## src/rtl/morse_letter_sequencer_pkg.sv

```systemverilog
`default_nettype none
// ============================================================================
//  Module      : morse_pkg
//  Description : Shared types and constants for the Morse letter sequencer:
//                FSM state encoding, default pattern width, the 8-entry
//                letter pattern ROM (A..H) and the inter-frame gap length.
//  Revision    : 1.0  initial release
// ============================================================================
package morse_pkg;

    // Sequencer states; GAP is only reachable when repeat mode is built in.
    typedef enum logic [2:0] {
        S_IDLE  = 3'd0,
        S_LOAD  = 3'd1,
        S_SHIFT = 3'd2,
        S_DONE  = 3'd3,
        S_GAP   = 3'd4
    } state_t;

    localparam int PAT_W_DEFAULT = 12;
    localparam int ROM_W         = 12;

    // Element patterns, LSB sent first. Entry 0 = A ... entry 7 = H.
    localparam logic [7:0][ROM_W-1:0] PAT_ROM = {
        12'h055,    // H
        12'h177,    // G
        12'h175,    // F
        12'h001,    // E
        12'h057,    // D
        12'h5D7,    // C
        12'h157,    // B
        12'h01D     // A
    };

    // Number of element periods of silence between repeated frames.
    localparam int GAP_TICKS = 3;

endpackage
`default_nettype wire

```

## src/rtl/morse_letter_sequencer_if.sv

```systemverilog
`default_nettype none
// ============================================================================
//  Module      : morse_letter_sequencer_if
//  Description : Request/register/display bundle of the Morse sequencer.
//                master = switches/keys + shift register side,
//                slave  = the sequencer itself.
//                MORSE_REPEAT_EN adds the repeat_i request bit.
//  Revision    : 1.0  initial release
// ============================================================================
interface morse_letter_sequencer_if #(
    parameter int PAT_W = 12
);
    logic             start;
    logic [2:0]       letter;
    logic             q_lsb;
    logic [PAT_W-1:0] pattern;
    logic             load_n;
    logic             shift_en;
    logic             led;
    logic             busy;
    logic             done;
`ifdef MORSE_REPEAT_EN
    logic             repeat_i;
`endif

`ifdef MORSE_REPEAT_EN
    modport master (
        output start, letter, q_lsb, repeat_i,
        input  pattern, load_n, shift_en, led, busy, done
    );
    modport slave (
        input  start, letter, q_lsb, repeat_i,
        output pattern, load_n, shift_en, led, busy, done
    );
`else
    modport master (
        output start, letter, q_lsb,
        input  pattern, load_n, shift_en, led, busy, done
    );
    modport slave (
        input  start, letter, q_lsb,
        output pattern, load_n, shift_en, led, busy, done
    );
`endif

endinterface
`default_nettype wire

```

## src/rtl/morse_letter_sequencer_tick_gen.sv

```systemverilog
`default_nettype none
// ============================================================================
//  Module      : morse_tick_gen
//  Description : Element-rate divider. Counts 0..TICK_DIV-1 while run is high
//                and emits a one-cycle tick on the terminal count. clear has
//                priority and returns the count to zero.
//  Revision    : 1.0  initial release
// ============================================================================
module morse_tick_gen #(
    parameter int TICK_DIV = 25_000_000
) (
    input  wire logic clock,
    input  wire logic reset,
    input  wire logic clear,
    input  wire logic run,
    output logic      tick
);

    localparam int CW = (TICK_DIV > 1) ? $clog2(TICK_DIV) : 1;
    localparam logic [CW-1:0] c_TERM = CW'(TICK_DIV - 1);

    logic [CW-1:0] cnt_q;
    logic [CW-1:0] cnt_d;

    // Next count: wrap to zero on terminal count, hold when not running.
    always_comb begin
        cnt_d = cnt_q;
        if (clear) begin
            cnt_d = '0;
        end else if (run) begin
            cnt_d = (cnt_q == c_TERM) ? '0 : cnt_q + CW'(1);
        end
    end

    // Element counter register.
    always_ff @(posedge clock or posedge reset) begin
        if (reset) begin
            cnt_q <= '0;
        end else begin
            cnt_q <= cnt_d;
        end
    end

    assign tick = run && !clear && (cnt_q == c_TERM);

endmodule
`default_nettype wire

```

## src/rtl/morse_letter_sequencer.sv

```systemverilog
`default_nettype none
// ============================================================================
//  Module      : morse_letter_sequencer
//  Description : Sequences an external rotating shift register through one
//                Morse letter (A..H) per start request: loads the ROM pattern,
//                shifts once per element period and gates the register's
//                serial bit onto the LED while shifting.
//                Optional build macro MORSE_REPEAT_EN: repeat_i input and a
//                GAP state that replays the same letter after a pause.
//  Revision    : 1.0  initial release
// ============================================================================
module morse_letter_sequencer
    import morse_pkg::*;
#(
    parameter int TICK_DIV = 25_000_000,
    parameter int PAT_W    = PAT_W_DEFAULT
) (
    input  wire logic                clock,
    input  wire logic                reset,
    morse_letter_sequencer_if.slave  bus
);

    localparam int BW = $clog2(PAT_W + 1);
    localparam logic [BW-1:0] c_LAST_BIT = BW'(PAT_W - 1);
    localparam logic [BW-1:0] c_GAP_LAST = BW'(GAP_TICKS - 1);

    state_t        state_q;
    logic [2:0]    letter_q;
    logic [BW-1:0] bit_cnt_q;
    logic [BW-1:0] bit_cnt_d;
    logic          load_n_q;
    logic          busy_q;
    logic          done_q;

    logic          w_tick;
    logic          w_run;
    logic          w_clear;
    logic [ROM_W-1:0]       w_rom;
    logic [PAT_W+ROM_W-1:0] w_rom_ext;

    // The divider runs only while elements (or gap periods) are being timed;
    // it restarts at zero for each frame and each gap.
    assign w_run   = (state_q == S_SHIFT) || (state_q == S_GAP);
    assign w_clear = (state_q == S_LOAD)  || (state_q == S_DONE);

    morse_tick_gen #(
        .TICK_DIV (TICK_DIV)
    ) u_tick_gen (
        .clock (clock),
        .reset (reset),
        .clear (w_clear),
        .run   (w_run),
        .tick  (w_tick)
    );

    assign bit_cnt_d = bit_cnt_q + BW'(1);

    // Main sequencer FSM with registered load strobe, busy flag and done pulse.
    always_ff @(posedge clock or posedge reset) begin
        if (reset) begin
            state_q   <= S_IDLE;
            letter_q  <= 3'd0;
            bit_cnt_q <= '0;
            load_n_q  <= 1'b1;
            busy_q    <= 1'b0;
            done_q    <= 1'b0;
        end else begin
            load_n_q <= 1'b1;
            done_q   <= 1'b0;
            case (state_q)
                S_IDLE: begin
                    if (bus.start) begin
                        letter_q  <= bus.letter;
                        bit_cnt_q <= '0;
                        load_n_q  <= 1'b0;
                        busy_q    <= 1'b1;
                        state_q   <= S_LOAD;
                    end
                end
                S_LOAD: begin
                    bit_cnt_q <= '0;
                    state_q   <= S_SHIFT;
                end
                S_SHIFT: begin
                    if (w_tick) begin
                        bit_cnt_q <= bit_cnt_d;
                        if (bit_cnt_q == c_LAST_BIT) begin
                            done_q  <= 1'b1;
                            state_q <= S_DONE;
                        end
                    end
                end
                S_DONE: begin
                    bit_cnt_q <= '0;
`ifdef MORSE_REPEAT_EN
                    if (bus.repeat_i) begin
                        state_q <= S_GAP;
                    end else begin
                        busy_q  <= 1'b0;
                        state_q <= S_IDLE;
                    end
`else
                    busy_q  <= 1'b0;
                    state_q <= S_IDLE;
`endif
                end
                S_GAP: begin
                    // Bit counter doubles as the gap-period counter here.
                    if (w_tick) begin
                        bit_cnt_q <= bit_cnt_d;
                        if (bit_cnt_q == c_GAP_LAST) begin
                            load_n_q <= 1'b0;
                            state_q  <= S_LOAD;
                        end
                    end
                end
                default: begin
                    busy_q  <= 1'b0;
                    state_q <= S_IDLE;
                end
            endcase
        end
    end

    // Pattern is a combinational ROM read of the latched letter, zero-extended
    // or truncated to the register width.
    assign w_rom       = PAT_ROM[letter_q];
    assign w_rom_ext   = {{PAT_W{1'b0}}, w_rom};
    assign bus.pattern = w_rom_ext[PAT_W-1:0];

    assign bus.load_n   = load_n_q;
    assign bus.busy     = busy_q;
    assign bus.done     = done_q;
    assign bus.shift_en = w_tick && (state_q == S_SHIFT);
    assign bus.led      = bus.q_lsb && (state_q == S_SHIFT);

endmodule
`default_nettype wire

```

## src/flat_wrapper.sv

```systemverilog
// flat-port wrapper written by rule: the top's interface ports become plain ports
module morse_letter_sequencer_flat import morse_pkg::*;
#(
    parameter int TICK_DIV = 25_000_000,
    parameter int PAT_W    = PAT_W_DEFAULT
)
  (clock, reset, bus_start, bus_letter, bus_q_lsb, bus_pattern, bus_load_n, bus_shift_en, bus_led, bus_busy, bus_done);
  morse_letter_sequencer_if #(.PAT_W(PAT_W)) bus_i ();
  input  wire logic clock;
  input  wire logic reset;
  input wire logic [$bits(bus_i.start)-1:0] bus_start;
  input wire logic [$bits(bus_i.letter)-1:0] bus_letter;
  input wire logic [$bits(bus_i.q_lsb)-1:0] bus_q_lsb;
  output wire logic [$bits(bus_i.pattern)-1:0] bus_pattern;
  output wire logic [$bits(bus_i.load_n)-1:0] bus_load_n;
  output wire logic [$bits(bus_i.shift_en)-1:0] bus_shift_en;
  output wire logic [$bits(bus_i.led)-1:0] bus_led;
  output wire logic [$bits(bus_i.busy)-1:0] bus_busy;
  output wire logic [$bits(bus_i.done)-1:0] bus_done;
  assign bus_i.start = bus_start;
  assign bus_i.letter = bus_letter;
  assign bus_i.q_lsb = bus_q_lsb;
  assign bus_pattern = bus_i.pattern;
  assign bus_load_n = bus_i.load_n;
  assign bus_shift_en = bus_i.shift_en;
  assign bus_led = bus_i.led;
  assign bus_busy = bus_i.busy;
  assign bus_done = bus_i.done;
  morse_letter_sequencer #(.TICK_DIV(TICK_DIV), .PAT_W(PAT_W)) u_core (.clock(clock), .reset(reset), .bus(bus_i));
endmodule
```

## config.mk

```make
export PLATFORM = sky130hd
export DESIGN_NAME = morse_letter_sequencer_flat
export DESIGN_NICKNAME = d
export VERILOG_FILES = /design/src/rtl/morse_letter_sequencer_pkg.sv /design/src/rtl/morse_letter_sequencer_if.sv /design/src/rtl/morse_letter_sequencer_tick_gen.sv /design/src/rtl/morse_letter_sequencer.sv /design/src/flat_wrapper.sv
export SDC_FILE = /design/constraint.sdc
export NUM_CORES = 1
export LEC_CHECK = 0
export ABC_AREA = 0
export CORE_UTILIZATION = 45
export CTS_CLUSTER_DIAMETER = 80
export DETAILED_ROUTE_END_ITERATION = 10
export PLACE_DENSITY = 0.66
export SETUP_SLACK_MARGIN = 0.2
export SYNTH_ARGS = -nofsm -noshare
export SYNTH_HDL_FRONTEND = slang
export SYNTH_HIERARCHICAL = 1
export SYNTH_SLANG_ARGS = --single-unit
```

## constraint.sdc

```tcl
create_clock -name clock -period 2.2 [get_ports clock]
set_input_delay 0.44 -clock clock [delete_from_list [all_inputs] [get_ports clock]]
set_output_delay 0.44 -clock clock [all_outputs]
set_load 0.01 [all_outputs]
```

# After elaboration in Yosys (flattened, before gate mapping)
# Memories as Yosys holds them, arrays and structs flattened.
# Index checks and enable logic that the tools add are counted.
[word_totals]
reg_bits = 38
rom_bits = 96
inputBits = 7
output_inout_bits = 17
wordCells = 64
memories = 1
[mem_list]
columns = ["memory", "depth", "width", "rd", "rd_clocked_by_memory_dff", "wr", "line", "source"]
rows = [
  ["(name not given)", 8, 12, 1, 0, 0, "morse_letter_sequencer.sv:127", "assign w_rom = PAT_ROM[letter_q];"],
]
[op_classes]
addsub = 2
magnitude_cmp = 1
eq_ne = 13
mux = 22
n_bitwise = 1
n_reduce_logical = 17
[ops]
columns = ["operator", "n"]
rows = [
  ["$mux W25", 3],
  ["$add A25 B1 Y25 const B", 1],
  ["$eq A25 B25 Y1 const B", 1],
  ["$mux W3", 5],
  ["$mux W12", 1],
  ["$pmux W3 S4", 1],
  ["$pmux W4 S3", 1],
  ["$mux W4", 2],
  ["$mux W1", 7],
  ["$eq A3 B2 Y1 const B", 2],
  ["$ne A2 B1 Y1 const B", 3],
  ["$ne A2 B2 Y1 const B", 3],
  ["$reduce_and A5 Y1", 1],
  ["$add A4 B1 Y4 const B", 1],
  ["$eq A4 B2 Y1 const B", 1],
  ["$eq A4 B4 Y1 const B", 1],
  ["$logic_and A1 B1 Y1", 4],
  ["$lt A3 B4 Y1 const B", 1],
  ["$pmux W1 S2", 2],
  ["$reduce_and A2 Y1", 2],
  ["$reduce_or A2 Y1", 2],
  ["$eq A3 B1 Y1 const B", 1],
  ["$eq A3 B3 Y1 const B", 1],
  ["$logic_not A3 Y1", 1],
  ["other kinds (7)", 8],
]

# Longest topological paths before layout
# Gate-level depths: netlist of the first run.
[logic_depth]
word_depth = 7
ltp_mapped = 9
depth_no_buf = 8

# Hierarchy
# Netlist of the first run, hierarchy kept.
[by_module_without_submodules]
columns = ["module", "instances", "cells_each", "area_per_inst_um2", "seq_area_each_um2"]
rows = [
  ["morse_tick_gen", 1, 172, 1517.7, 625.6],
  ["morse_letter_sequencer", 1, 72, 752.0, 301.5],
]

# Worst setup path before layout of the first run
# OpenSTA, ideal clock, no wires.
[synth_path]
kind = "register to register"
startpoint = "register u_core.u_tick_gen.cnt_q[0]"
endpoint = "register u_core.state_q[1]"
setup_time_ns = 0.125
t_arrival_ns = 1.953
required_ns = 2.075
path_slack_ns = 0.122
stages_incl_launch_ff = 9
n_path_buf = 0
synth_period_minus_slack_ns = 2.078
path_cell_list = "dfrtp_1 -> ha_1 -> inv_1 -> nor4_4 -> nand2_1 -> nor2_1 -> nand2b_1 -> o211a_1 -> mux2_4"
[synth_between]
elab_chain_cells = 4
word_cells_on_any_way = 5
classes_between = "3 x eq/ne; 2 x reduce/logical"
[synth_lines]
columns = ["element", "line", "source"]
rows = [
  ["start: declaration", "morse_letter_sequencer_tick_gen.sv:22", "logic [CW-1:0] cnt_q;"],
  ["start signal: assignment", "morse_letter_sequencer_tick_gen.sv:40", "cnt_q <= cnt_d;"],
  ["$eq A25 B25 Y1 (*)", "morse_letter_sequencer_tick_gen.sv:44", "assign tick = run && !clear && (cnt_q == c_TERM);"],
  ["$logic_and A1 B1 Y1 (*)", "morse_letter_sequencer_tick_gen.sv:44", ""],
  ["named net u_core.w_tick", "morse_letter_sequencer.sv:35", "logic w_tick;"],
  ["$ne A2 B1 Y1 (no line)", "n/a", ""],
  ["$reduce_and A5 Y1 (no line) (*)", "n/a", ""],
  ["end signal: assignment", "morse_letter_sequencer.sv:61", "state_q <= S_IDLE;"],
  ["end signal: assignment", "morse_letter_sequencer.sv:77", "state_q <= S_LOAD;"],
  ["end signal: assignment", "morse_letter_sequencer.sv:82", "state_q <= S_SHIFT;"],
  ["end: declaration", "morse_letter_sequencer.sv:27", "state_t state_q;"],
]
# Mark *: on every way through the listed nets, which the timed path passes. The rest lies on a longest branch.
# A chain may end at the register's enable or synchronous reset.

# Final worst setup path of the first run
[layout_path]
startpoint = "register u_core.state_q[0]"
endpoint = "output port bus_shift_en"
[layout_between]
elab_chain_cells = 6
word_cells_on_any_way = 10
classes_between = "4 x eq/ne; 6 x reduce/logical"
[layout_lines]
columns = ["element", "line", "source"]
rows = [
  ["$eq A3 B1 Y1 or $eq A3 B2 Y1 (tied branches)", "morse_letter_sequencer.sv:44", "assign w_clear = (state_q == S_LOAD) || (state_q == S_DONE);"],
  ["$logic_or A1 B1 Y1 (*)", "morse_letter_sequencer.sv:44", ""],
  ["named net u_core.w_clear", "morse_letter_sequencer.sv:37", "logic w_clear;"],
  ["$logic_not A1 Y1 (*)", "morse_letter_sequencer_tick_gen.sv:44", ""],
  ["$logic_and A1 B1 Y1 (*) (2 in series)", "morse_letter_sequencer_tick_gen.sv:44", ""],
  ["named net u_core.w_tick", "morse_letter_sequencer.sv:35", ""],
  ["$logic_and A1 B1 Y1 (*)", "morse_letter_sequencer.sv:134", "assign bus.shift_en = w_tick && (state_q == S_SHIFT);"],
  ["end: declaration", "flat_wrapper.sv:16", "output wire logic [$bits(bus_i.shift_en)-1:0] bus_shift_en;"],
]
# Marked as above.

==> impl_metrics.toml, run 1 <==
[global_routing]
via_count_of_the_first_global_routing_pass = 1806
maximum_number_of_pins_on_one_net_before_global_route_repair = 27
grt_antenna_before_repair = 0
globalRouteOverflowTotal = 0
grt_pass1_wl_mm = 8.53
track_usage_pct = 21.1

[floorplanning]
std_cell_rows = 25
chipWidth_um = 73.0
core_area_um2 = 4790
total_i_o_pin_count = 24
fp.dieH_um = 73.0
die_area_um2 = 5330
initial_utilization_pct = 47.4

[logic_synthesis]
synthesis.area_um2 = 2270
yosysWarningCount = 6
synth_sequential_area_ratio_pct = 40.8
async_reset_ff_share_pct = 100
synth_ff_type = "dfrtp_1"
post_synth_inst_count = 244
synth.avg_cell_area_um2 = 9.30
synth_edf_count = 0
synthesis_stage_register_bit_count = 37
ys_types = 55

[drt]
dr_pass1_iterations = 4
via_per_inst = 5.48
drc = 0
detail-route-antenna-nets = 0
detailedRoute.firstIterationViolations = 147
vias = 2082
drt-total-wl_mm = 5.48
avgRoutedWirePerCell_um = 14.4

[critical_path]
required_ns = 1.76
cpMaxStageDelayCell = "dfrtp_1"
worst-path-buf-inv = 1
start_kind = "flip-flop"
timing_startpoint_of_the_critical_path = "u_core/state_q[0]"
critical_path.endpoint_type = "output port"
worstPathCellList = "ha_2, or2_1, nand2b_4, nor2_4, and2_1, buf_2"
critical-path-max-stage-delay_ns = 0.42
setup.worst_path.class = "flip-flop to output port"
worstPathArrival_ns = 1.67
path_max_fanout = 4
crit-reg2reg-launch = "u_core/state_q[0]"
critical_path_s_top_delay_family = "simple AND/OR/NAND/NOR gates"

[placement]
dp_hpwl_mm = 3.78
buffer_ports.inserted = 20
detailed_place.area_um2 = 2800
placed_cells_incl_taps = 362
gp_routability_congestion = 0.840

[cts]
tritoncts_sinks = 37
cts_buffers = 5
ctsHoldBuffers = 0
root_buffer = "clkbuf_8"
clkTransAtPathRegs_ns = 0.07
h-tree-depth = 2
clock_latency_on_the_worst_skew_pair_ns = 0.29
tritoncts = "built"
cts.path.max_buffers = 2

[job]
max-cap-violations = 0

[sta]
finClkSkew_ns = 0.00807
min_period_ns = 2.11
final-setup-viol-count = 0
number_of_max_slew_violations_in_the_final_report = 0
timing_hold_violations_final = 0
period_share_pct = 95.8
max_clock_freq_mhz = 474
grt_setup_unrepaired = "true"

[final_layout]
layoutNonFillerInstCount = 380
nets = 328
antenna_cells = 0
final_cell_mix = "49 x buf_4, 36 x dfrtp_1, 27 x nand2_1, 14 x nand3_1"
mostFrequentLayoutCell = "buf_4"
final_core_util_pct = 63.4
area_growth_syn_to_layout_pct = 33.7
drive_gt1_share_pct = 26.8
stdcell_area_um2 = 3030

[status]
result_of_the_run = "completed"

[power_and_ir_drop]
power-per-cell-area_nw_per_um2 = 387
worst_ir_drop_on_vdd_uv = 351
power_leakage_nw = 1.56

[min_path]
hold_class = "input port to async pin"
==> area by class of cell <==
type | instances | area, µm²
Clock buffer | 6 | 72.6
Clock inverter | 2 | 10.0
Fill cell | 412 | 1750
Inverter | 15 | 56.3
Multi-Input combinational cell | 182 | 1280
Sequential cell | 37 | 927
Tap cell | 67 | 83.8
Timing Repair Buffer | 71 | 607
==> synth_stat cells, drive strengths merged, types with 7 or more instances <==
| cell type | count | share of area [%] |
|---|---|---|
| nand3 | 14 | 3.1 |
| inv | 15 | 2.5 |
| nand4 | 10 | 3.7 |
| ha | 9 | 5.0 |
| a31oi | 11 | 3.0 |
| nand2 | 28 | 4.6 |
| a21oi | 14 | 3.3 |
| dfrtp | 36 | 40 |
| nand2b | 7 | 1.9 |
| and3 | 9 | 2.6 |
| o21ai | 8 | 1.8 |
| buf | 9 | 3.0 |
| nor2 | 12 | 2.0 |
==> power breakdown <==
| group | internal (mW) | switching [mW] | leakage (nW) |
|---|---|---|---|
| Sequential | 0.680 | 0 | 0.499 |
| Combinational | 0.0126 | 0.0191 | 1.01 |
| Clock | 0.220 | 0.242 | 0.0450 |
| Total | 0.912 | 0.261 | 1.56 |
==> kinds of logic after synthesis <==
group | after synthesis | share of synthesized area (%)
buffers and inverters | 26 | 5.84
multiplexers | 9 | 4.35
AO/OA/AOI/OAI | 51 | 14.9
other | 2 | 0.331
XOR/XNOR | 3 | 1.16
adder cells (fa/ha/maj) | 9 | 4.96
flip-flops | 37 | 40.8
AND/OR/NAND/NOR | 107 | 27.6
==> metal layers <==
layer / global-route usage (%) / vias up / routed length (µm) / share of wire (%)
li1: - / 1017 / - / -
met1: 29.2 / 1016 / 2570 / 47
met2: 33.3 / 45 / 2650 / 48
met3: 4.28 / 4 / 218 / 4.0
met4: 6.10 / 0 / 44 / 0.80
met5: 0 / - / 0 / 0
==> metrics by stage <==
stage	hold WS, ns	setup WS, ns	power (mW)	TNS [ns]
2_1_floorplan	0.304	0.218	0.711	0
4_1_cts	0.497	0.0813	1.19	0
6_report	0.485	0.0920	1.17	0
5_1_grt	0.529	-0.0140	1.22	-0.0140
3_5_place_dp	0.490	-0.129	0.726	-0.129
3_3_place_gp	0.482	-0.0682	0.726	-0.0682
==> flip-flops by register name, summed over array words and instances (netlist names) <==
signal                   cells
u_core/bus.busy              1
u_core/bus.load_n            1
u_core/letter_q              3
u_core/bit_cnt_q             4
u_core/u_tick_gen/cnt_q     25
u_core/bus.done              1
u_core/state_q               2
==> timing repair <==
item | in CTS | in global routing
gates cloned | 0 | 1
setup buffers | 4 | 5
setup endpoints to repair | 9 | 14
gates resized for setup | 18 | 10
pin swaps | 2 | 4
==> path summary, 6_finish.rpt <==
check / to / slack (ns) / depth (start not counted)
worst max-delay path: bus_shift_en / 0.09 / 6
worst min-delay path: u_core/bus.done / 0.48 / 2
worst max register to register: u_core/state_q[1] / 0.26 / 7
worst min register to register: u_core/letter_q[0] / 0.50 / 1
max in group asynchronous: u_core/bus.load_n / 1.37 / 2
min in group clock: u_core/letter_q[0] / 0.50 / 1
==> worst register-to-register path, stage by stage (launching register included) <==
cell and delay, ns:
dfrtp_1 0.42, ha_2 0.20, or2_1 0.25, nand2b_4 0.16
nor2_4 0.11, nand2b_1 0.16, o211a_1 0.23, mux2_4 0.31
(Power assumes the default switching activity.)
==> run 2: changes to the inputs <==
--- a/config.mk
+++ b/config.mk
@@ -7,7 +7,6 @@
 export LEC_CHECK = 0
 export ABC_AREA = 0
 export CORE_UTILIZATION = 45
-export CTS_CLUSTER_DIAMETER = 80
 export DETAILED_ROUTE_END_ITERATION = 10
 export PLACE_DENSITY = 0.66
 export SETUP_SLACK_MARGIN = 0.2
==> results of run 2 <==
Final layout, timing and power as in run 1 (identical DEF).
==> run 3: changes to the inputs <==
--- a/config.mk
+++ b/config.mk
@@ -9,6 +9,7 @@
 export CORE_UTILIZATION = 45
 export DETAILED_ROUTE_END_ITERATION = 10
 export PLACE_DENSITY = 0.66
+export REMOVE_ABC_BUFFERS = 1
 export SETUP_SLACK_MARGIN = 0.2
 export SYNTH_ARGS = -nofsm -noshare
 export SYNTH_HDL_FRONTEND = slang
==> constraint.sdc (replaced) <==
create_clock -name clock -period 2.5 [get_ports clock]
set_input_delay 0.5 -clock clock [delete_from_list [all_inputs] [get_ports clock]]
set_output_delay 0.5 -clock clock [all_outputs]
set_load 0.01 [all_outputs]
==> impl_metrics.toml, run 3 (synthesis gave the netlist of run 1 again) <==
[critical_path]
setup.worst_path.class = "flip-flop to output port"
critical_path_s_top_delay_family = "buffers and inverters"
cpMaxStageDelayCell = "clkdlybuf4s50_1"
worst-path-buf-inv = 2
timing.rr.end = "u_core/u_tick_gen/cnt_q[9]"
worstPathArrival_ns = 1.70
start_kind = "flip-flop"
path_max_fanout = 5
reg2reg_setup_slack_ns = 0.40
worstPathCellList = "inv_1, ha_2, and2_1, clkdlybuf4s50_1"
crit-reg2reg-launch = "u_core/u_tick_gen/cnt_q[20]"
critical_path.endpoint_type = "output port"
worst-r2r-cell-count = 7
required_ns = 2.00
critical-path-max-stage-delay_ns = 0.52

[power_and_ir_drop]
combPwrFrac_pct = 2.6
p_switching_mw = 0.221
worst_ir_drop_on_vdd_uv = 231
power.share.switching_pct = 21.0
power_leakage_nw = 1.35
seq_power_share_pct = 57.0
power_frac_clock_pct = 40.3
internal-power_mw = 0.829
power-per-cell-area_nw_per_um2 = 372

[sta]
final-setup-viol-count = 0
max_clock_freq_mhz = 454
timing_hold_violations_final = 0
timing_worst_slew_pin_value_ns = 0.565
postLayoutSetupSlackWorst_ns = 0.299
min_period_ns = 2.20
number_of_max_slew_violations_in_the_final_report = 0
setup_tns_ns = 0
relSlewSlack_pct = 62.0
period_share_pct = 88.0
grt_setup_unrepaired = "false"
finClkSkew_ns = 0.00908

[final_layout]
antenna_cells = 0
nets = 305
final-seq-area_um2 = 928
stdcell_area_um2 = 2820
max_flop_register = "u_core/u_tick_gen/cnt_q"
largest_register_ff_count = 25
drive_gt1_share_pct = 19.4
area_growth_syn_to_layout_pct = 24.2
multi_input_comb_area_um2 = 1260
final_cell_mix = "35 x dfrtp_1, 28 x buf_4, 27 x nand2_1, 19 x clkdlybuf4s50_1"
mostFrequentLayoutCell = "dfrtp_1"
layout.filler_cells = 409
reg.largest.list = "u_core/u_tick_gen/cnt_q x25, u_core/bit_cnt_q x4, u_core/letter_q x3"

[floorplanning]
core_area_um2 = 4790
initial_utilization_pct = 47.4
std_cell_rows = 25
fp.dieH_um = 73.0
chipWidth_um = 73.0
die_area_um2 = 5330
total_i_o_pin_count = 24

[drt]
avgRoutedWirePerCell_um = 14.1
drc = 0
dr_pass1_iterations = 4
detailedRoute.firstIterationViolations = 216
via_per_inst = 5.55
detail-route-antenna-nets = 0
drt-total-wl_mm = 5.04
vias = 1977

[min_path]
hold_class = "flip-flop to flip-flop"
whs_endpoint = "u_core/u_tick_gen/cnt_q[21]"
hold_path_depth = 1
hold_start = "u_core/u_tick_gen/cnt_q[21]"

[cts]
clkTransAtPathRegs_ns = 0.07
clock_latency_on_the_worst_skew_pair_ns = 0.29
h-tree-depth = 2
cts.path.max_buffers = 2
cts_buffers = 5
tritoncts = "built"
root_buffer = "clkbuf_8"
tritoncts_sinks = 37

[global_routing]
via_count_of_the_first_global_routing_pass = 1798
track_usage_pct = 20.9
grt_most_used_layer = "met2"
grtUsageMet3_pct = 3.31
groute.layer.met1.usage_pct = 28.3
grt_util_met2_pct = 33.7
grt_antenna_before_repair = 0
globalRouteOverflowTotal = 0
maximum_number_of_pins_on_one_net_before_global_route_repair = 26
grt_pass1_wl_mm = 8.45

[job]
max-cap-violations = 0

[placement]
gp_routability_congestion = 0.815
dp_hpwl_mm = 3.58
detailed_place.area_um2 = 2640
detailedPlace.worstSlack_ns = 0.0688
buffer_ports.inserted = 20

[status]
result_of_the_run = "completed"
-- run 3: layout make-up --
class                      count  area share, %
sequential                    37           32.9
timing repair buffer          48           14.4
multi-input combinational    182           44.7
clock buffer                   7           3.06
inverter                      15           2.00
tap                           67           2.97
-- run 3: how the worst max path moves through the flow --
| stage | startpoint | end | slack (ns) | cells after the start |
|---|---|---|---|---|
| 5_1_grt | u_core/state_q[0] | bus_led | 0.20 | 4 |
| 2_1_floorplan | u_core/state_q[1] | u_core/u_tick_gen/cnt_q[12] | 0.31 | 7 |
| 3_5_place_dp | u_core/state_q[1] | bus_shift_en | 0.07 | 7 |
| 3_3_place_gp | u_core/state_q[1] | bus_shift_en | 0.11 | 7 |
| 4_1_cts | u_core/state_q[0] | bus_shift_en | 0.21 | 6 |
| 6_report | u_core/state_q[0] | bus_led | 0.30 | 4 |
-- run 3: layer usage --
| metal | vias up | wire length (µm) |
|---|---|---|
| li1 | 966 | - |
| met1 | 949 | 2300 |
| met2 | 55 | 2400 |
| met3 | 7 | 285 |
| met4 | 0 | 57 |
| met5 | - | 0 |
-- run 3: repair_timing --
item                       4_1_cts  5_1_grt
setup endpoints to repair        1        2
setup buffers                    5        2
gates resized for setup          6        8
hold buffers                     0        0
pin swaps                        2        3
-- run 3: metrics by stage --
stage	cells	utilization, %	power, mW	hold slack, ns
global route	356	58.9	1.10	0.518
global placement	342	55.1	0.639	0.482
CTS	354	58.1	1.06	0.500
finish	356	58.9	1.05	0.495
detailed placement	342	55.1	0.639	0.488
floorplan	234	-	0.622	0.364
-- run 3: power groups by stage --
| stage | Clock (mW) | Combinational, mW | Sequential (mW) |
|---|---|---|---|
| 2_1_floorplan | 0 | 0.0125 | 0.610 |
| 3_5_place_dp | 0 | 0.0290 | 0.610 |
| 6_report | 0.423 | 0.0278 | 0.598 |
| 4_1_cts | 0.436 | 0.0289 | 0.598 |
| 5_1_grt | 0.466 | 0.0319 | 0.598 |
| 3_3_place_gp | 0 | 0.0287 | 0.610 |
-- run 3: worst reg2reg max path: stages (launching register included) --
cell     delay (ns)
dfrtp_1        0.42
and4_1         0.24
and4_1         0.23
buf_4          0.15
a21oi_2        0.44
buf_4          0.29
a31oi_1        0.11
a31oi_1        0.15
